File: src/rtl/vend_withdraw_ctrl.sv
// Purpose : money-vault withdrawal controller. Holds the balance, takes deposits
//           every cycle and pays out approved withdrawals one coin per cycle.
// Latency : accepted request of N pays coins in cycles k+1..k+N, done in k+N+1,
//           ready again in k+N+2; a rejected request shows redlight for ERR_HOLD
//           cycles and is ready again in k+ERR_HOLD+1.
// Backpr. : wd_ready is high only in IDLE; the requester holds wd_valid until accepted.
//           Deposits are never back-pressured; an overflowing deposit saturates.
//
// Ports:
//   clock, reset_n                 - rising-edge clock, async active-low reset
//   deposit_valid, deposit_amount  - add deposit_amount to the balance this cycle
//   wd_valid, wd_ready, wd_amount  - withdraw request handshake (amount sampled on accept)
//   coin_out                       - one pulse per unit dispensed
//   busy, done                     - not-IDLE indicator, one-cycle completion pulse
//   redlight                       - rejected request (held) or deposit saturation (pulse)
//   balance, sevensegment          - registered balance and hex digit of balance[3:0]
//                                    ({g,f,e,d,c,b,a}, 1 = lit)
module vend_withdraw_ctrl #(
  parameter int WIDTH        = 8,
  parameter int INIT_BALANCE = 0,
  parameter int ERR_HOLD     = 4
) (
  input  logic             clock,
  input  logic             reset_n,
  input  logic             deposit_valid,
  input  logic [WIDTH-1:0] deposit_amount,
  input  logic             wd_valid,
  output logic             wd_ready,
  input  logic [WIDTH-1:0] wd_amount,
  output logic             coin_out,
  output logic             busy,
  output logic             done,
  output logic             redlight,
  output logic [WIDTH-1:0] balance,
  output logic [6:0]       sevensegment
);

  localparam logic [1:0] ST_IDLE     = 2'd0;
  localparam logic [1:0] ST_DISPENSE = 2'd1;
  localparam logic [1:0] ST_DONE     = 2'd2;
  localparam logic [1:0] ST_ERROR    = 2'd3;

  localparam logic [WIDTH-1:0] BAL_INIT = WIDTH'(INIT_BALANCE);
  localparam logic [WIDTH-1:0] ERR_LOAD = WIDTH'(ERR_HOLD);
  localparam logic [WIDTH-1:0] ONE      = WIDTH'(1);
  localparam logic [WIDTH:0]   BAL_MAX  = {1'b0, {WIDTH{1'b1}}};

  // Hex digit decode, bit order {g,f,e,d,c,b,a}.
  function automatic logic [6:0] seg_decode(input logic [3:0] nib);
    logic [6:0] seg;
    seg = 7'h00;
    case (nib)
      4'h0: seg = 7'h3F;
      4'h1: seg = 7'h06;
      4'h2: seg = 7'h5B;
      4'h3: seg = 7'h4F;
      4'h4: seg = 7'h66;
      4'h5: seg = 7'h6D;
      4'h6: seg = 7'h7D;
      4'h7: seg = 7'h07;
      4'h8: seg = 7'h7F;
      4'h9: seg = 7'h6F;
      4'hA: seg = 7'h77;
      4'hB: seg = 7'h7C;
      4'hC: seg = 7'h39;
      4'hD: seg = 7'h5E;
      4'hE: seg = 7'h79;
      4'hF: seg = 7'h71;
      default: seg = 7'h00;
    endcase
    return seg;
  endfunction

  logic [1:0]       state;
  logic [1:0]       state_nxt;
  logic [WIDTH-1:0] remaining;
  logic [WIDTH-1:0] remaining_nxt;
  logic [WIDTH-1:0] err_cnt;
  logic [WIDTH-1:0] err_cnt_nxt;
  logic             sat_pulse;
  logic             sat_nxt;
  logic [WIDTH:0]   bal_sum;
  logic [WIDTH-1:0] bal_nxt;
  logic             handshake;
  logic             req_bad;

  // Outputs decoded straight from state so an async reset drops them at once.
  assign wd_ready  = (state == ST_IDLE);
  assign coin_out  = (state == ST_DISPENSE);
  assign busy      = (state != ST_IDLE);
  assign done      = (state == ST_DONE);
  assign redlight  = (state == ST_ERROR) || sat_pulse;

  assign handshake = wd_valid && wd_ready;
  // Judged against the registered balance, i.e. before any same-cycle deposit.
  assign req_bad   = (wd_amount == '0) || (wd_amount > balance);

  // Balance update in WIDTH+1 bits. Subtracting the coin cannot underflow:
  // dispensing only starts when the amount fits, so balance >= remaining >= 1.
  always_comb begin
    bal_sum = {1'b0, balance}
            + ({1'b0, deposit_amount} & {(WIDTH+1){deposit_valid}})
            - {{WIDTH{1'b0}}, coin_out};
    bal_nxt = bal_sum[WIDTH-1:0];
    sat_nxt = 1'b0;
    if (bal_sum > BAL_MAX) begin
      bal_nxt = {WIDTH{1'b1}};
      sat_nxt = 1'b1;
    end
  end

  always_comb begin
    state_nxt     = state;
    remaining_nxt = remaining;
    err_cnt_nxt   = err_cnt;
    case (state)
      ST_IDLE: begin
        if (handshake) begin
          if (req_bad) begin
            state_nxt   = ST_ERROR;
            err_cnt_nxt = ERR_LOAD;
          end else begin
            state_nxt     = ST_DISPENSE;
            remaining_nxt = wd_amount;
          end
        end
      end
      ST_DISPENSE: begin
        remaining_nxt = remaining - ONE;
        if (remaining == ONE) begin
          state_nxt = ST_DONE;
        end
      end
      ST_DONE: begin
        state_nxt = ST_IDLE;
      end
      ST_ERROR: begin
        err_cnt_nxt = err_cnt - ONE;
        if (err_cnt == ONE) begin
          state_nxt = ST_IDLE;
        end
      end
      default: begin
        state_nxt = ST_IDLE;
      end
    endcase
  end

  always_ff @(posedge clock or negedge reset_n) begin
    if (!reset_n) begin
      state        <= ST_IDLE;
      remaining    <= '0;
      err_cnt      <= '0;
      sat_pulse    <= 1'b0;
      balance      <= BAL_INIT;
      sevensegment <= seg_decode(BAL_INIT[3:0]);
    end else begin
      state        <= state_nxt;
      remaining    <= remaining_nxt;
      err_cnt      <= err_cnt_nxt;
      sat_pulse    <= sat_nxt;
      balance      <= bal_nxt;
      // Decoded from the next balance so the digit never lags the register.
      sevensegment <= seg_decode(bal_nxt[3:0]);
    end
  end

endmodule

File: config.mk
export PLATFORM = sky130hd
export DESIGN_NAME = vend_withdraw_ctrl
export DESIGN_NICKNAME = d
export VERILOG_FILES = /design/src/rtl/vend_withdraw_ctrl.sv
export SDC_FILE = /design/constraint.sdc
export NUM_CORES = 1
export LEC_CHECK = 0
export BUFFER_PORTS_ARGS = -buffer_cell sky130_fd_sc_hd__buf_4
export CELL_PAD_IN_SITES_DETAIL_PLACEMENT = 1
export CELL_PAD_IN_SITES_GLOBAL_PLACEMENT = 1
export CORE_MARGIN = 2
export CORE_UTILIZATION = 39
export CTS_CLUSTER_SIZE = 8
export DETAILED_ROUTE_END_ITERATION = 8
export PLACE_DENSITY_LB_ADDON = 0.1
export REMOVE_ABC_BUFFERS = 1
export SETUP_SLACK_MARGIN = 0.15
export SLEW_MARGIN = 10
export SYNTH_ARGS = -nofsm -noshare
export SYNTH_HDL_FRONTEND = slang
export SYNTH_SLANG_ARGS = --single-unit
File: constraint.sdc
create_clock -name clock -period 4.1 [get_ports clock]
set_input_delay 0.205 -clock clock [delete_from_list [all_inputs] [get_ports clock]]
set_output_delay 0.205 -clock clock [all_outputs]
set_load 0.05 [all_outputs]
# Word-level counts from Yosys, hierarchy flattened

Memories as Yosys holds them, arrays and structs flattened. A register that Yosys moved wholly into a read port is not among the register bits.
Index checks and enable logic that the tools add are counted.

Memories kept: 1
Memory bits (read-only): 112
Input bits: 20
Flip-flop bits (word level): 27

Memories:

| memory          | depth | width | rd ports | clocked after memory_dff | write ports | line | RTL |
|---|---|---|---|---|---|---|---|
| (no name shown) | 16    | 7     | 1        | 1                        | 0           | 52   | `case (nib)` |

Reduce and logical (&&, ||, !) cells: 12
Magnitude comparators: 2
Add/subtract/negate cells: 4
Multiplexer cells: 13
Eq/ne operators: 10
Bitwise logic cells: 1

Operators by type and width:

| operator                                                                         | number |
|---|---|
| 8-bit two-way mux                                                                | 5 |
| 8-bit one-hot mux with 2 select lines                                            | 2 |
| 8-bit by 1-bit equality test with 1-bit output (second input constant)           | 2 |
| 8-bit by 1-bit subtractor with 8-bit output (second input constant)              | 2 |
| 8-bit by 9-bit adder with 9-bit output                                           | 1 |
| 8-bit by 9-bit AND with 9-bit output                                             | 1 |
| 9-bit by 8-bit greater-than comparator with 1-bit output (second input constant) | 1 |
| 3-bit AND reduction                                                              | 3 |
| 9-bit by 1-bit subtractor with 9-bit output                                      | 1 |
| 8-bit greater-than comparator                                                    | 1 |
| 8-bit logical NOT                                                                | 1 |
| 2-bit two-way mux                                                                | 4 |
| 2-bit by 1-bit inequality test with 1-bit output (second input constant)         | 4 |
| 2-bit one-hot mux with 4 select lines                                            | 1 |
| 2-bit nonzero test                                                               | 3 |
| 2-bit equality test (second input constant)                                      | 2 |
| 2-bit by 1-bit equality test with 1-bit output (second input constant)           | 1 |
| 2-bit logical NOT                                                                | 1 |
| 1-bit logical OR                                                                 | 2 |
| 2-bit inequality test (second input constant)                                    | 1 |
| 1-bit logical AND                                                                | 1 |
| 1-bit logical NOT                                                                | 1 |
| 1-bit two-way mux                                                                | 1 |

# Logic depth before layout (Yosys ltp)

Gate-level depths: netlist (run 1).

Depth after elaboration: 5
Mapped depth: 21
Depth with buffers taken out: 19

# Least setup slack after synthesis (run 1)

Ideal clock, no wire load.

Kind: reg2reg
Start point: reg state[1]
End point: reg sevensegment[0]
Period minus slack after synthesis: 4.240 ns
Data arrival time: 4.179 ns
Buffers on the path: 2
Setup slack: -0.140 ns
Cell stages (with the launch flop): 20
Cell sequence: dfrtp_1 > buf_6 > nand2b_1 > clkbuf_1 > inv_1 > nand2_1 > nand2_1 > ha_1 > fa_1 > a211oi_2 > nor3_1 > mux2_4 > nor2_8 > inv_1 > nor2_1 > inv_1 > ha_1 > or3_1 > o21ai_0 > a221o_1

Word-level cells in the longest chain between the ends: 4

Ends and longest elaborated chain:

| element                                                  | line | RTL |
|---|---|---|
| start: declaration                                       | 74   | `logic [1:0] state;` |
| start signal: assignment                                 | 158  | `state <= state_nxt;` |
| 2-bit by 1-bit equality test with 1-bit output *         | 89   | `assign coin_out = (state == ST_DISPENSE);` |
| named net coin_out                                       | 30   | `output logic coin_out,` |
| 9-bit by 1-bit subtractor with 9-bit output *            | 103  | `- {{WIDTH{1'b0}}, coin_out};` |
| 9-bit by 8-bit greater-than comparator with 1-bit output | 106  | `if (bal_sum > BAL_MAX) begin` |
| 8-bit two-way mux *                                      | 106  |  |
| named net bal_nxt[0]                                     | 83   | `logic [WIDTH-1:0] bal_nxt;` |
| end: declaration                                         | 35   | `output logic [6:0] sevensegment` |

Mark *: on every way through the listed nets, which the timed path passes. The rest lies on a longest branch.
A chain may end at the register's enable or synchronous reset.

# Final worst setup path (run 1)

Start point: reg state[1]
End point: reg sevensegment[3]

Word-level cells in the longest chain between the ends: 4

Ends and longest elaborated chain:

| element                                                  | line |
|---|---|
| 2-bit by 1-bit equality test with 1-bit output *         | 89 |
| 9-bit by 1-bit subtractor with 9-bit output *            | 103 |
| 9-bit by 8-bit greater-than comparator with 1-bit output | 106 |
| 8-bit two-way mux *                                      | 106 |

Mark *: on every way between the ends. The rest lies on a longest branch, timed or not.

==> results of run 1 <==
-- cells in the mapped netlist, drive strengths merged (3+ instances only) --
master  number
nand3        4
nor4         5
nand2b       4
inv         34
and3         4
xor2        10
nor3         6
nand2       27
ha          34
nor2        29
xnor2        3
o21ai       16
o211ai       3
a21oi       19
dfstp        6
a21o         4
buf          5
nor2b        3
o22ai        3
or3          4
a211oi       6
a22oi        3
dfrtp       28
-- per-stage QoR --
stage	area [µm²]	instances	setup WS [ns]	util, %
2_1_floorplan	2570	284	-0.0547	-
3_3_place_gp	2990	405	0.509	46.6
3_5_place_dp	2990	405	0.375	46.6
4_1_cts	3100	414	0.345	48.3
5_1_grt	3120	417	0.167	48.6
6_report	3120	417	0.453	48.6
-- worst max-delay path, cell delays in order, from the launching register on --
cell and delay, ns:
dfrtp_1 0.38, nand2b_1 0.16, buf_4 0.17, nand3_1 0.08, nand2_1 0.06, ha_1 0.21
fa_2 0.39, a211oi_2 0.26, nor3_1 0.10, mux2_4 0.35, or3_1 0.43, inv_1 0.15
ha_1 0.23, inv_1 0.08, nor2_1 0.12, a21oi_1 0.07, o21ai_0 0.21, a22oi_1 0.11
-- metal layers --
layer	part of all wire, %	wire length, µm
met1	47	3000
met2	49	3150
met3	3.0	194
met4	1.0	66
met5	0	0
-- path summary, 6_finish.rpt --
check                           slack (ns)                startpoint                   endpoint
worst max-delay path                  0.45      state[1]$_DFFE_PN0P_  sevensegment[3]$_DFF_PN1_
worst min-delay path                  0.21              wd_amount[5]   remaining[5]$_DFFE_PN0P_
worst max register to register        0.45      state[1]$_DFFE_PN0P_  sevensegment[3]$_DFF_PN1_
worst min register to register        0.55  remaining[0]$_DFFE_PN0P_   remaining[0]$_DFFE_PN0P_
max in group asynchronous             3.33                   reset_n  sevensegment[0]$_DFF_PN1_
min in group asynchronous             0.40                   reset_n   remaining[4]$_DFFE_PN0P_
-- cells by family (layout without fill, tap and decap cells) --
group                    after synthesis  count (layout)  share of synthesized area (%)
AO/OA/AOI/OAI                         69              69                           18.8
AND/OR/NAND/NOR                       96              96                           18.9
multiplexers                           3               3                           1.34
flip-flops                            34              34                           32.8
adder cells (fa/ha/maj)               35              35                           17.0
buffers and inverters                 41              90                           6.83
XOR/XNOR                              13              13                           4.35
-- timing repair --
item | in CTS | in global routing
hold endpoints to repair | 28 | 0
hold buffers | 1 | 0
resized for setup | 0 | 1
setup buffers | 0 | 3
setup endpoints to repair | 0 | 2
-- layout make-up --
| class | instances | area (µm²) | area share (%) |
|---|---|---|---|
| Tap cell | 77 | 96.3 | 3.08 |
| Inverter | 34 | 128 | 4.08 |
| Multi-Input combinational cell | 216 | 1580 | 50.7 |
| Clock inverter | 2 | 12.5 | 0.400 |
| Sequential cell | 34 | 858 | 27.5 |
| Clock buffer | 6 | 82.6 | 2.64 |
| Timing Repair Buffer | 48 | 363 | 11.6 |
-- flip-flops by register name (all words and copies together) (netlist names) --
name,flops
balance,8
err_cnt,8
remaining,8
sevensegment,7
state,2
sat_pulse,1
==> impl_metrics.json, run 1 <==
{
  "ys_seq_area_share_pct": 32.8,
  "n_fill_cell": 791,
  "finalHoldViolCount": 0,
  "final_cell_mix": "buf_4 (47), inv_1 (34), ha_1 (34), dfrtp_1 (28)",
  "io_pins": 40,
  "fin_crit_sh_pct": 89.0,
  "synth_async_sr_flop_share_pct": 100,
  "fin_tns_setup_ns": 0,
  "ant_nets": 0,
  "port_buffers": 39,
  "grt-ovfl-total": 0,
  "clk_latency_ns": 0.29,
  "reg2regPathDepth": 17,
  "grt_pass1_wl_um": 11200,
  "coreArea_um2": 6420,
  "hold_path.class": "input port to flop",
  "antenna_found_initial": 0,
  "grt_pass1_vias": 2360,
  "wire_per_inst_um": 15.4,
  "synth_edf_count": 0,
  "final_common_cell": "buf_4",
  "dpl.hpwl_um": 5200,
  "rsz0062_at_grt": "no",
  "drc": 0,
  "min_period_ns": 3.65,
  "clock_path_buffers": 2,
  "worstSetupEndpointType": "flop",
  "initial_core_util_pct": 40.8,
  "whs_path_depth": 3,
  "synthTopCellsByArea": "dfrtp_1 (27%), ha_1 (16%), dfstp_2 (6.0%), inv_1 (4.9%), nand2_1 (3.9%)",
  "cts_sinks": 34,
  "cp.required_ns": 4.30,
  "use_met2_pct": 32.6,
  "die_h_um": 85.9,
  "path_class": "flop to flop",
  "finalClockSkew_ns": 0.00714,
  "synth_top_area_share_pct": 26.8,
  "clockRootBuffer": "clkbuf_8",
  "synth_cells": 291,
  "max_cap_violations": 0,
  "status": "complete, no violations",
  "syn_area_um2": 2620,
  "layout.nets": 394,
  "crit_fanout": 9,
  "die_width_um": 85.9,
  "viasPerCell": 5.28,
  "drt_iter0_drc": 72,
  "rows": 29,
  "worst_pin_slew_ns": 0.654,
  "die_area_um2": 7390,
  "grt.total_usage_pct": 19.0,
  "slew_headroom_pct": 56.2,
  "gp_congestion": 0.849,
  "use_met3_pct": 3.08,
  "vias": 2201,
  "synth_seq_cells": 34,
  "grt_max_degree": 35,
  "fmax_mhz": 274,
  "cts_tree": "done",
  "ctsHtreeMaxLevel": 2,
  "firstDrtPassIters": 4,
  "startpoint_type": "flop",
  "path_clk_slew_ns": 0.08,
  "yosysWarningCount": 0,
  "yosys.area.top_type": "dfrtp_1",
  "top_usage_layer": "met2",
  "diodes": 0,
  "arrival_ns": 3.85,
  "met1_usage_pct": 24.6,
  "drive_gt1_share_pct": 23.5,
  "ys_types": 58,
  "hold_slack_ns": 0.207,
  "numCtsBuffers": 5,
  "setup_viol": 0,
  "syn_area_per_cell_um2": 9.00,
  "ys.flop_type": "dfrtp_1",
  "wl_um": 6410,
  "maxSlewViolCount": 0,
  "area_delta_synth_final_pct": 19.3
}
Power of run 1 is left out: the tool's default activity adds up to more than one toggle a clock period on the data nets, which glitch-free logic cannot reach.
==> run 2, diff against run 1 <==
--- a/config.mk
+++ b/config.mk
@@ -13,6 +13,7 @@
 export CTS_CLUSTER_SIZE = 8
 export DETAILED_ROUTE_END_ITERATION = 8
 export PLACE_DENSITY_LB_ADDON = 0.1
+export RECOVER_POWER = 25
 export REMOVE_ABC_BUFFERS = 1
 export SETUP_SLACK_MARGIN = 0.15
 export SLEW_MARGIN = 10
==> impl_metrics.json, run 2 (same netlist as run 1, synthesis figures left out) <==
{
  "status": "complete, but fails checks",
  "violations": "capacitance limit, slew limit",
  "antenna_found_initial": 0,
  "cts_sinks": 34,
  "hold_path.class": "input port to flop",
  "numCtsBuffers": 5,
  "crit_family": "simple AND/OR/NAND/NOR gates",
  "grt_pass1_wl_um": 11200,
  "io_pins": 40,
  "fin_crit_sh_pct": 89.0,
  "finish.utilization_pct": 48.6,
  "grt_pass1_vias": 2360,
  "ant_nets": 0,
  "diodes": 0,
  "ctsHtreeMaxLevel": 2,
  "cts_tree": "done",
  "coreArea_um2": 6420,
  "wire_per_inst_um": 15.4,
  "rsz0062_at_grt": "no",
  "firstDrtPassIters": 4,
  "slowest_delay_ns": 0.43,
  "grt-ovfl-total": 0,
  "die_area_um2": 7390,
  "slew_headroom_pct": -32.7,
  "drc": 0,
  "gp_congestion": 0.849,
  "cp.required_ns": 4.30,
  "port_buffers": 39,
  "setup_viol": 0,
  "n_fill_cell": 790,
  "die_width_um": 85.9,
  "clockRootBuffer": "clkbuf_8",
  "crit_chain": "nand2b_1 -> buf_4 -> nand3_1 -> nand2_1 -> ha_1 -> fa_2 -> a211oi_2 -> nor3_1 -> mux2_4 -> or3_1 -> inv_1 -> ha_1 -> inv_1 -> nor2_1 -> a21oi_1 -> o21ai_0 -> a22oi_1",
  "fin_tns_setup_ns": 0,
  "fmax_mhz": 274,
  "path_class": "flop to flop",
  "finalClockSkew_ns": 0.00713,
  "crit_slowest_cell": "or3_1",
  "dpl.hpwl_um": 5200,
  "viasPerCell": 5.28,
  "pre_cts_ws_ns": 0.375,
  "regArea_um2": 858,
  "wl_um": 6410,
  "layout.nets": 394,
  "arrival_ns": 3.85,
  "finalHoldViolCount": 0,
  "clock_path_buffers": 2,
  "startpoint_type": "flop",
  "area_delta_synth_final_pct": 19.2,
  "cp_num_buf_inv": 3,
  "fin_ws_ns": 0.453,
  "drt_iter0_drc": 74,
  "top_regs": "balance (8), err_cnt (8), remaining (8)",
  "maxSlewViolCount": 35,
  "grt_max_degree": 35,
  "rows": 29,
  "path_clk_slew_ns": 0.08,
  "final_cell_mix": "buf_4 (46), inv_1 (34), ha_1 (34), dfrtp_1 (28)",
  "die_h_um": 85.9,
  "vias": 2201,
  "initial_core_util_pct": 40.8,
  "multi_input_area_um2": 1580,
  "drive_gt1_share_pct": 23.2,
  "clk_latency_ns": 0.29,
  "worst_pin_slew_ns": 1.99,
  "crit_fanout": 9,
  "worstSetupEndpointType": "flop",
  "final_common_cell": "buf_4",
  "max_cap_violations": 1,
  "min_period_ns": 3.65,
  "grt.total_usage_pct": 19.0
}
## run 2: changes by cell type in the layout (fill, tap and decap cells not counted), sizes merged
cell	before	now
clkbuf	6	7
buf	47	46
## run 2: worst min-delay path, delay by kind of cell
kind	cells	cell delay, ns
and+or+nand+nor	1	0.04
AOI/OAI and AO/OA	1	0.11
buffers and inverters	1	0.10
## run 2: per-layer routing
| metal | GRT usage, % | part of all wire, % |
|---|---|---|
| met1 | 24.6 | 47 |
| met2 | 32.6 | 49 |
| met3 | 3.08 | 2.9 |
| met4 | 5.34 | 1.0 |
| met5 | 0 | 0 |
## run 2: final cells by class
cell class / instances / area share, %
tap: 77 / 3.09
clock buffer: 6 / 2.65
sequential: 34 / 27.5
clock inverter: 2 / 0.401
multi-input combinational: 216 / 50.8
timing repair buffer: 48 / 11.5
inverter: 34 / 4.09
## run 2: worst paths after layout
check	cells after the start	slack, ns	startpoint	to
setup / recovery	17	0.45	state[1]$_DFFE_PN0P_	sevensegment[3]$_DFF_PN1_
hold / removal	3	0.21	wd_amount[5]	remaining[5]$_DFFE_PN0P_
setup reg to reg	17	0.45	state[1]$_DFFE_PN0P_	sevensegment[3]$_DFF_PN1_
hold reg to reg	1	0.55	remaining[0]$_DFFE_PN0P_	remaining[0]$_DFFE_PN0P_
max in group asynchronous	2	1.94	reset_n	balance[0]$_DFF_PN0_
min in group asynchronous	2	1.00	reset_n	remaining[4]$_DFFE_PN0P_
## run 2: what timing repair did
| action | 4_1_cts | 5_1_grt |
|---|---|---|
| resized for setup | 0 | 1 |
| hold buffers | 1 | 0 |
| setup buffers | 0 | 3 |
| endpoints found under the setup margin | 0 | 2 |
| hold endpoints to repair | 28 | 0 |
## run 2: stage by stage
step	cells	hold WS (ns)	instance area, µm²
2_1_floorplan	284	-0.0906	2570
3_3_place_gp	405	0.194	2990
3_5_place_dp	405	0.195	2990
4_1_cts	414	0.202	3100
5_1_grt	417	0.215	3120
6_report	417	0.207	3120
Power of run 2 is left out for the same reason.
